$ cat config.mk
export PLATFORM = sky130hd
export DESIGN_NAME = weight_update
export DESIGN_NICKNAME = d
export VERILOG_FILES = /design/src/rtl/weight_update_pkg.sv /design/src/rtl/wu_sat_sub.sv /design/src/rtl/weight_update.sv
export SDC_FILE = /design/constraint.sdc
export NUM_CORES = 1
export LEC_CHECK = 0
export BUFFER_PORTS_ARGS = -buffer_cell sky130_fd_sc_hd__buf_4
export CORE_AREA = 2 2 225 227
export CTS_BUF_LIST = sky130_fd_sc_hd__clkbuf_16
export DETAILED_ROUTE_END_ITERATION = 7
export DIE_AREA = 0 0 227 229
export PLACE_DENSITY = 0.68
export RECOVER_POWER = 25
export SLEW_MARGIN = 20
export SYNTH_ARGS = -nofsm -noshare
export SYNTH_HDL_FRONTEND = slang
export SYNTH_SLANG_ARGS = --single-unit
$ cat constraint.sdc
create_clock -name clk -period 7.6 [get_ports clk]
set_input_delay 0.76 -clock clk [delete_from_list [all_inputs] [get_ports clk]]
set_output_delay 0.76 -clock clk [all_outputs]
set_load 0.05 [all_outputs]
$ cat src/rtl/weight_update_pkg.sv
// Shared constants for the weight-update block: data format, slot map and FSM encoding.
package weight_update_pkg;

    localparam int WIDTH  = 16;
    localparam int NPARAM = 17;
    localparam int IDX_W  = 5;

    localparam logic [IDX_W-1:0] IDX_LAST = IDX_W'(NPARAM - 1);

    localparam int IDX_W3_11 = 0;
    localparam int IDX_W3_21 = 1;
    localparam int IDX_W3_31 = 2;
    localparam int IDX_W3_12 = 3;
    localparam int IDX_W3_22 = 4;
    localparam int IDX_W3_32 = 5;
    localparam int IDX_W2_11 = 6;
    localparam int IDX_W2_21 = 7;
    localparam int IDX_W2_12 = 8;
    localparam int IDX_W2_22 = 9;
    localparam int IDX_W2_13 = 10;
    localparam int IDX_W2_23 = 11;
    localparam int IDX_B3_1  = 12;
    localparam int IDX_B3_2  = 13;
    localparam int IDX_B2_1  = 14;
    localparam int IDX_B2_2  = 15;
    localparam int IDX_B2_3  = 16;

    localparam logic [WIDTH-1:0] ONE = 16'h0400;

    typedef enum logic [1:0] {
        ST_IDLE   = 2'd0,
        ST_UPDATE = 2'd1,
        ST_DONE   = 2'd2
    } state_t;

endpackage

$ cat src/rtl/wu_sat_sub.sv
// One-slot gradient step: new_w = w - (cap >>> LR_SHIFT).
// Build option WU_SAT_EN clamps the result to the Q6.10 range; otherwise it wraps.
module wu_sat_sub
    import weight_update_pkg::*;
#(
    parameter int LR_SHIFT = 4
)(
    input  logic [WIDTH-1:0] i_w,
    input  logic [WIDTH-1:0] i_cap,
    output logic [WIDTH-1:0] o_w
);

    logic signed [WIDTH-1:0] w_step;

    // Arithmetic shift floors toward minus infinity, so small negative gradients still move w.
    assign w_step = $signed(i_cap) >>> LR_SHIFT;

`ifdef WU_SAT_EN
    logic signed [WIDTH:0] w_diff;

    assign w_diff = {i_w[WIDTH-1], i_w} - {w_step[WIDTH-1], w_step};

    // NOTE: o_w gets a default before the conditional override so no latch is inferred.
    always_comb begin
        o_w = w_diff[WIDTH-1:0];
        if (w_diff[WIDTH] != w_diff[WIDTH-1]) begin
            o_w = w_diff[WIDTH] ? {1'b1, {(WIDTH-1){1'b0}}} : {1'b0, {(WIDTH-1){1'b1}}};
        end
    end
`else
    assign o_w = i_w - w_step;
`endif

endmodule

$ cat src/rtl/weight_update.sv
// Live weight/bias store: captures a gradient set via valid/ready and applies it one slot per cycle.
// Saturating arithmetic is selected with the WU_SAT_EN macro (see wu_sat_sub).
module weight_update
    import weight_update_pkg::*;
#(
    parameter int LR_SHIFT = 4
)(
    input  logic                    clk,
    input  logic                    res,
    input  logic                    upd_valid,
    output logic                    upd_ready,
    input  logic [NPARAM*WIDTH-1:0] cap_bus,
    input  logic                    init_we,
    input  logic [IDX_W-1:0]        init_addr,
    input  logic [WIDTH-1:0]        init_data,
    output logic [NPARAM*WIDTH-1:0] w_bus,
    output logic                    w_stable,
    output logic                    upd_done
);

    state_t           r_state;
    state_t           w_next_state;
    logic [IDX_W-1:0] r_idx;
    logic [WIDTH-1:0] r_shadow [NPARAM];
    logic [WIDTH-1:0] r_w      [NPARAM];
    logic             w_accept;
    logic             w_init_ok;
    logic [WIDTH-1:0] w_new;

    assign upd_ready = (r_state == ST_IDLE) && !init_we;
    assign w_stable  = (r_state == ST_IDLE);
    assign upd_done  = (r_state == ST_DONE);
    assign w_accept  = upd_valid && upd_ready;
    assign w_init_ok = init_we && (r_state == ST_IDLE) && (init_addr <= IDX_LAST);

    always_comb begin
        w_next_state = r_state;
        unique case (r_state)
            ST_IDLE:   if (w_accept) w_next_state = ST_UPDATE;
            ST_UPDATE: if (r_idx == IDX_LAST) w_next_state = ST_DONE;
            ST_DONE:   w_next_state = ST_IDLE;
            default:   w_next_state = ST_IDLE;
        endcase
    end

    // NOTE: registers use non-blocking assignments so every process sees pre-edge values.
    always_ff @(posedge clk or negedge res) begin
        if (!res) begin
            r_state <= ST_IDLE;
            r_idx   <= '0;
        end else begin
            r_state <= w_next_state;
            if (w_accept) begin
                r_idx <= '0;
            end else if ((r_state == ST_UPDATE) && (r_idx != IDX_LAST)) begin
                r_idx <= r_idx + 1'b1;
            end
        end
    end

    // NOTE: the shadow copy is always loaded before it is read, so it carries no reset.
    always_ff @(posedge clk) begin
        if (w_accept) begin
            for (int i = 0; i < NPARAM; i++) begin
                r_shadow[i] <= cap_bus[i*WIDTH +: WIDTH];
            end
        end
    end

    wu_sat_sub #(
        .LR_SHIFT (LR_SHIFT)
    ) u_sat (
        .i_w   (r_w[r_idx]),
        .i_cap (r_shadow[r_idx]),
        .o_w   (w_new)
    );

    always_ff @(posedge clk or negedge res) begin
        if (!res) begin
            for (int i = 0; i < NPARAM; i++) begin
                r_w[i] <= '0;
            end
        end else if (w_init_ok) begin
            r_w[init_addr] <= init_data;
        end else if (r_state == ST_UPDATE) begin
            r_w[r_idx] <= w_new;
        end
    end

    always_comb begin
        for (int i = 0; i < NPARAM; i++) begin
            w_bus[i*WIDTH +: WIDTH] = r_w[i];
        end
    end

endmodule

# Word-level counts from Yosys, hierarchy flattened
# Memories as Yosys holds them, arrays and structs flattened.
# Cells that the tools add are included.
# Widths: inputs -> output; s select.
[classes] add_sub_neg=2 n_lt_le_gt_ge=5 n_eq_ne=6 n_mux=18 bitwise=2 reduce_logical=12
[ops] operator="$bwmux 272" count=2
[ops] operator="$mux 272" count=2
[ops] operator="$demux 16 s5" count=2
[ops] operator="$bmux 16 s5" count=1
[ops] operator="$mux 16" count=4
[ops] operator="$sub 16x16->16" count=1
[ops] operator="$ge 6x6->1 const B" count=2
[ops] operator="$lt 6x1->1 const B" count=2
[ops] operator="$not 5->6" count=2
[ops] operator="$mux 5" count=2
[ops] operator="$logic_and 1x1->1" count=7
[ops] operator="$add 5x1->5 const B" count=1
[ops] operator="$eq 5x5->1 const B" count=1
[ops] operator="$le 5x5->1 const B" count=1
[ops] operator="$ne 5x5->1 const B" count=1
[ops] operator="$mux 2" count=2
[ops] operator="$pmux 2 s2" count=1
[ops] operator="$reduce_bool 2->1" count=2
[ops] operator="$eq 2x1->1 const B" count=1
[ops] operator="$eq 2x2->1 const B" count=1
[ops] operator="$logic_not 2->1" count=1
[ops] operator="$mux 1" count=2
[ops] operator="$ne 2x1->1 const B" count=1
[ops] operator="$ne 2x2->1 const B" count=1
[ops] operator="2 further kinds" count=2
[totals] regBits=279 mem_bits_rw=272 input_bits=297 elab_cells=65 memories=1
[mem_list] memory="r_shadow" words=17 word_bits=16 rd=1 rd_ports_with_merged_regs=0 wr=17 line="weight_update.sv:24" rtl="logic [WIDTH-1:0] r_shadow [NPARAM];"

# Depth between registers and ports, before layout
[depth] ltp_word=8 mapped_depth=20 depth_no_buf=15

# Cells and area by module
# Synthesis repeated with hierarchy kept, for this count alone.
[hier_totals] cells_unflattened=2237 area_unflattened_um2=27106.0
[by_module_without_submodules] mod="weight_update" n_inst=1 cells_per_inst=2118 area_per_inst_um2=26261.4 seq_area_each_um2=15149.5
[by_module_without_submodules] mod="wu_sat_sub" n_inst=1 cells_per_inst=119 area_per_inst_um2=844.6 seq_area_each_um2=0.0

# Least setup slack after synthesis
# Ideal clock, no wire load.
[synth_path] path_type="input -> register" start="in init_we" end="reg r_state[0]" setup_time_ps=101 t_arrival_ps=8342 t_required_ps=7499 setup_slack_ps=-843 stages=4 path_buffers=1 path_cell_list="nor3_1 and2_1 clkbuf_1 or2_2"
[synth_via] elab_chain_cells=5
[synth_lines] item="start: declaration" line="weight_update.sv:13" rtl="input logic init_we,"
[synth_lines] item="$logic_not 1->1" line="weight_update.sv:30" rtl="assign upd_ready = (r_state == ST_IDLE) && !init_we;"
[synth_lines] item="$logic_and 1x1->1" line="weight_update.sv:30"
[synth_lines] item="$logic_and 1x1->1" line="weight_update.sv:33" rtl="assign w_accept = upd_valid && upd_ready;"
[synth_lines] item="net w_accept" line="weight_update.sv:26" rtl="logic w_accept;"
[synth_lines] item="$ne 2x1->1 (no line)"
[synth_lines] item="$reduce_and 2->1 (no line)"
[synth_lines] item="end signal: assignment" line="weight_update.sv:52" rtl="r_state <= w_next_state;"
[synth_lines] item="end: declaration" line="weight_update.sv:21" rtl="state_t r_state;"
# The timed path passes the listed nets, and every way through them passes these cells.
# A chain may end at the register's enable or synchronous reset.

# Worst setup path after layout
[layout_path] start="reg r_idx[0]" end="reg r_w (netlist bit w_bus[250])"
[layout_via] elab_chain_cells=8 word_cells_on_any_way=14
[layout_lines] item="start: declaration" line="weight_update.sv:23" rtl="logic [IDX_W-1:0] r_idx;"
[layout_lines] item="start signal: assignment" line="weight_update.sv:56" rtl="r_idx <= r_idx + 1'b1;"
[layout_lines] item="$not 5->6 (implied by the code)" line="weight_update.sv:73, weight_update.sv:86"
[layout_lines] item="$bmux 16 s5 (tied with other cells)" line="weight_update.sv:73" rtl=".i_w (r_w[r_idx]),"
[layout_lines] item="$mux 16 (implied by the code) / $logic_and 1x1->1 (equally long branches)" line="weight_update.sv:73, weight_update.sv:86"
[layout_lines] item="$mux 16, on equally long branches" line="weight_update.sv:73, weight_update.sv:86"
[layout_lines] item="$sub 16x16->16 / $demux 16 s5 (equally long branches)" line="wu_sat_sub.sv:31, weight_update.sv:86"
[layout_lines] item="$bwmux 272 (*)" line="weight_update.sv:86" rtl="r_w[r_idx] <= w_new;"
[layout_lines] item="$mux 272 (*)" line="weight_update.sv:85" rtl="end else if (r_state == ST_UPDATE) begin"
[layout_lines] item="$mux 272 (*)" line="weight_update.sv:83" rtl="end else if (w_init_ok) begin"
[layout_lines] item="end signal: indexed assignment" line="weight_update.sv:84" rtl="r_w[init_addr] <= init_data;"
[layout_lines] item="end signal: indexed assignment" line="weight_update.sv:86"
[layout_lines] item="end: declaration" line="weight_update.sv:25" rtl="logic [WIDTH-1:0] r_w [NPARAM];"
# Mark *: on every way between the ends. The rest lies on a longest branch, timed or not. The select of a mux whose other input is x is not followed.

==> PnR_summary.wiki <==
{| class="wikitable"
! Metric !! Value
|-
| Outcome || complete, but fails checks
|-
| Violations in the final reports || max-capacitance violations, max-slew violations
|-
| Aggregate global routing overflow || 0
|-
| Final sum of negative setup slack || 0 ns
|-
| HPWL after detailed placement || roughly 58 mm
|-
| Area after DPL || about 27000 µm²
|-
| Ys async rst share || 57.8%
|-
| Count of state elements after synthesis || between 400 and 500
|-
| First-pass GRT wire length || 118 mm
|-
| Crit end category || register
|-
| Max capacitance violation total || 1
|-
| Gpl congestion || approximately 0.92
|-
| Most frequent cells in the layout || sky130_fd_sc_hd__buf_4 (339), sky130_fd_sc_hd__dfrtp_1 (275), sky130_fd_sc_hd__a22oi_1 (224)
|-
| Kind of cell adding the most delay to the critical path || compound AO/OA/AOI/OAI gates
|-
| Number of gates resized after cts || 0
|-
| Summed instance area of the synthesized netlist || approximately 22000 µm²
|-
| Max clock buf depth || 3
|-
| Total nets after synthesis || 1959
|-
| Worst path depth || 14
|-
| Fin Hold WS || 0.336 ns
|-
| Period Utilization, post-route || between 70% and 80%
|-
| Growth of design area from synthesis to finish || 26.9%
|-
| Post-layout instance area || 28200 µm²
|-
| Worst r2r path cells || 14
|-
| Flop2flop setup slack || approximately 1.7 ns
|-
| Wirelength per Cell || 29.0 µm
|-
| Launch instance of the worst register-to-register path || r_idx[0]$_DFFE_PN0P_
|-
| Cell-by-cell trace of the critical path || buf_4, mux4_2, mux2_2, a22oi_1, nor2_1, a221oi_1, ha_1, a21oi_1, o21ai_1, a21oi_2, o21bai_1, a2111oi_0, or3_1, o21ai_0
|-
| Root Buffer || sky130_fd_sc_hd__clkbuf_16
|-
| Top-Level Pins || 572
|-
| X dimension of the die || 227 µm
|-
| Worst Setup Path Type || register to register
|-
| Worst hold path class || primary input to register
|-
| Number of vias per cell after detailed routing || 6.33
|-
| CP startpoint || r_idx[0]$_DFFE_PN0P_
|-
| Multi-input combinational cell area || 8470 µm²
|-
| Largest fanout on the critical path || 34
|-
| CTS tree || done
|-
| Hold buffer count at cts || 0
|-
| Effective utilization at floorplan || between 40 and 50%
|-
| Area of the die || 52000 µm²
|-
| Clock latency on the worst-skew pair || 0.62 ns
|-
| Worst max-slew margin expressed relative to the limit || -97.6%
|-
| Cell variety after synth || 69
|-
| Sort of element at the start of the critical path || register
|-
| Sequential cell area in the final layout || 13100 µm²
|-
| Final setup skew || 0.0319 ns
|-
| Antenna-violating nets left || 0
|-
| Utilization of the core after routing || 56.8%
|-
| Buffers on Ports || 503
|-
| Final wirelength || 81.1 mm
|-
| Flip-flop cell with the highest count after synthesis || sky130_fd_sc_hd__dfrtp_1
|-
| Total CTS buffers || slightly above 50
|-
| Final Slew Violations || 55
|-
| Hold Vio Cnt, Final || 0
|-
| Remaining DRCs || 0
|-
| Register area share after synthesis || 59.0%
|-
| CTS sink cnt || 483
|-
| Share of synthesized cell area in and, or, nand and nor gates || 4.60%
|-
| Post-synthesis share of cell area spent on full adders, half adders and majority gates || approximately 1.2%
|-
| Net total in the final layout || approximately 2400
|-
| Worst Tran Pin Value || 2.96 ns
|-
| RSZ-0062 raised after global routing || no
|-
| Placement Rows || 82
|-
| CP required || 8.05 ns
|-
| Cell at the slowest stage of the critical path || sky130_fd_sc_hd__dfrtp_4
|-
| Multiplexer share of the synthesized area || approximately an eighth
|-
| Vias in the first global route || about 17000
|-
| Number of H-tree levels || 2
|-
| Finish-stage setup viols || 0
|-
| Global routing usage summed across all routing layers || 31.0%
|-
| Final period demand of the worst path || 5.92 ns
|-
| Total buffers and inverters traversed by the critical path || 1
|-
| Most common cell after layout, fill and taps aside || sky130_fd_sc_hd__buf_4
|-
| Pin count of the biggest net entering global routing || ~150
|-
| Number of enable-type register cells in the synthesized netlist || 204
|-
| Arrival time at the worst endpoint || roughly 6.4 ns
|-
| Fraction of layout cells with a size suffix above 1 || between 30% and 40%
|-
| Antenna violations before repair || 6
|-
| Clock-pin transition on the worst setup and hold timing paths || roughly 0.060 ns
|-
| Post-CTS setup repair buffer count || 0
|-
| Mapped Avg Cell Area || 13.5 µm²
|-
| Xor/xnor share of the synthesized area || 0.806%
|-
| Crit-path max cell delay || about 0.88 ns
|-
| Largest family of logic cells by synthesized area || compound AO/OA/AOI/OAI gates
|-
| Synthesized netlist cell count || roughly 1600
|-
| Initial DRC count || 2216
|-
| Post-synthesis compound-gate area fraction || 18.5%
|-
| Destination of the worst register-to-register timing path || w_bus[250]$_DFFE_PN0P_
|-
| Via Count || ~18000
|-
| Warnings from Yosys || 0
|-
| Achievable Freq || 169 MHz
|-
| Die height || between 200 and 250 µm
|-
| Area inside the core boundary || 49700 µm²
|-
| End point of the critical path || w_bus[250]$_DFFE_PN0P_
|-
| Pre-Repair DR Iteration Count || 7
|-
| Filler instances || roughly 4100
|}
==> state kept, by name, summed over array words and instances, names as in the netlist <==
name      count
r_shadow    204
w_bus       272
r_state       2
r_idx         5
==> layout make-up <==
cell class	instances	share of cell area, %
antenna	4	0.0355
clock buffer	51	4.53
clock inverter	41	1.07
inverter	11	0.146
multi-input combinational	988	30.1
sequential	483	46.5
tap	672	2.98
timing repair buffer	548	14.7
==> cell families (layout without fill, tap and decap cells) <==
group                    count (synthesis)  in the layout
multiplexers                           140            140
AO/OA/AOI/OAI                          592            592
adder cells (fa/ha/maj)                 21             21
flip-flops                             483            483
AND/OR/NAND/NOR                        218            218
buffers and inverters                  170            651
XOR/XNOR                                17             17
other                                    0              4
==> routing by layer <==
metal	share of wire [%]	vias up	track usage, %
li1	-	7402	-
met1	36	8935	39.6
met2	48	1190	50.0
met3	12	182	9.08
met4	4.1	2	11.8
met5	0.015	-	0
==> synthesized netlist by cell type (all sizes together) (2+ instances only) <==
library cell | count | share of area, %
dfrtp | 279 | 31
a22oi | 225 | 7.6
o21ai | 221 | 5.1
edfxtp | 204 | 28
nor2 | 131 | 2.3
clkbuf | 111 | 1.9
mux4 | 110 | 11
a221o | 71 | 3.2
buf | 48 | 1.2
a21oi | 30 | 0.71
nand3 | 22 | 0.50
ha | 20 | 1.1
nand2 | 19 | 0.32
mux2i | 17 | 0.77
nor2b | 14 | 0.39
a221oi | 13 | 0.51
mux2 | 13 | 0.66
inv | 11 | 0.19
xnor2 | 10 | 0.46
a31oi | 8 | 0.28
nor3 | 7 | 0.21
xor2 | 7 | 0.34
a21o | 6 | 0.20
and2 | 4 | 0.11
o21a | 4 | 0.14
and3 | 3 | 0.11
nand3b | 3 | 0.12
nand4 | 3 | 0.085
nor3b | 3 | 0.12
o211ai | 3 | 0.19
or3b | 3 | 0.12
a2111oi | 2 | 0.16
o21bai | 2 | 0.068
o22ai | 2 | 0.056
or3 | 2 | 0.056
==> worst min-delay path by stage <==
stage | start | end | slack, ns | cells past startpoint
after detailed placement | w_bus[196]$_DFFE_PN0P_ | w_bus[196]$_DFFE_PN0P_ | 0.51 | 2
after global routing | cap_bus[215] | r_shadow[13][7]$_DFFE_PP_ | 0.32 | 1
after CTS | res | w_bus[137]$_DFFE_PN0P_ | 0.05 | 1
after global placement | w_bus[195]$_DFFE_PN0P_ | w_bus[195]$_DFFE_PN0P_ | 0.49 | 2
after floorplan | res | r_idx[0]$_DFFE_PN0P_ | 0.46 | 0
final | cap_bus[74] | r_shadow[4][10]$_DFFE_PP_ | 0.34 | 1
==> through the flow <==
step,setup slack [ns],cells
CTS,1.72,2793
global route,1.25,2796
detailed placement,1.75,2701
floorplan,2.38,1641
global placement,1.83,2701
finish,1.68,2798
Power is not shown: default switching activity piles up to over one toggle a cycle in this logic, so the estimate is an artifact.
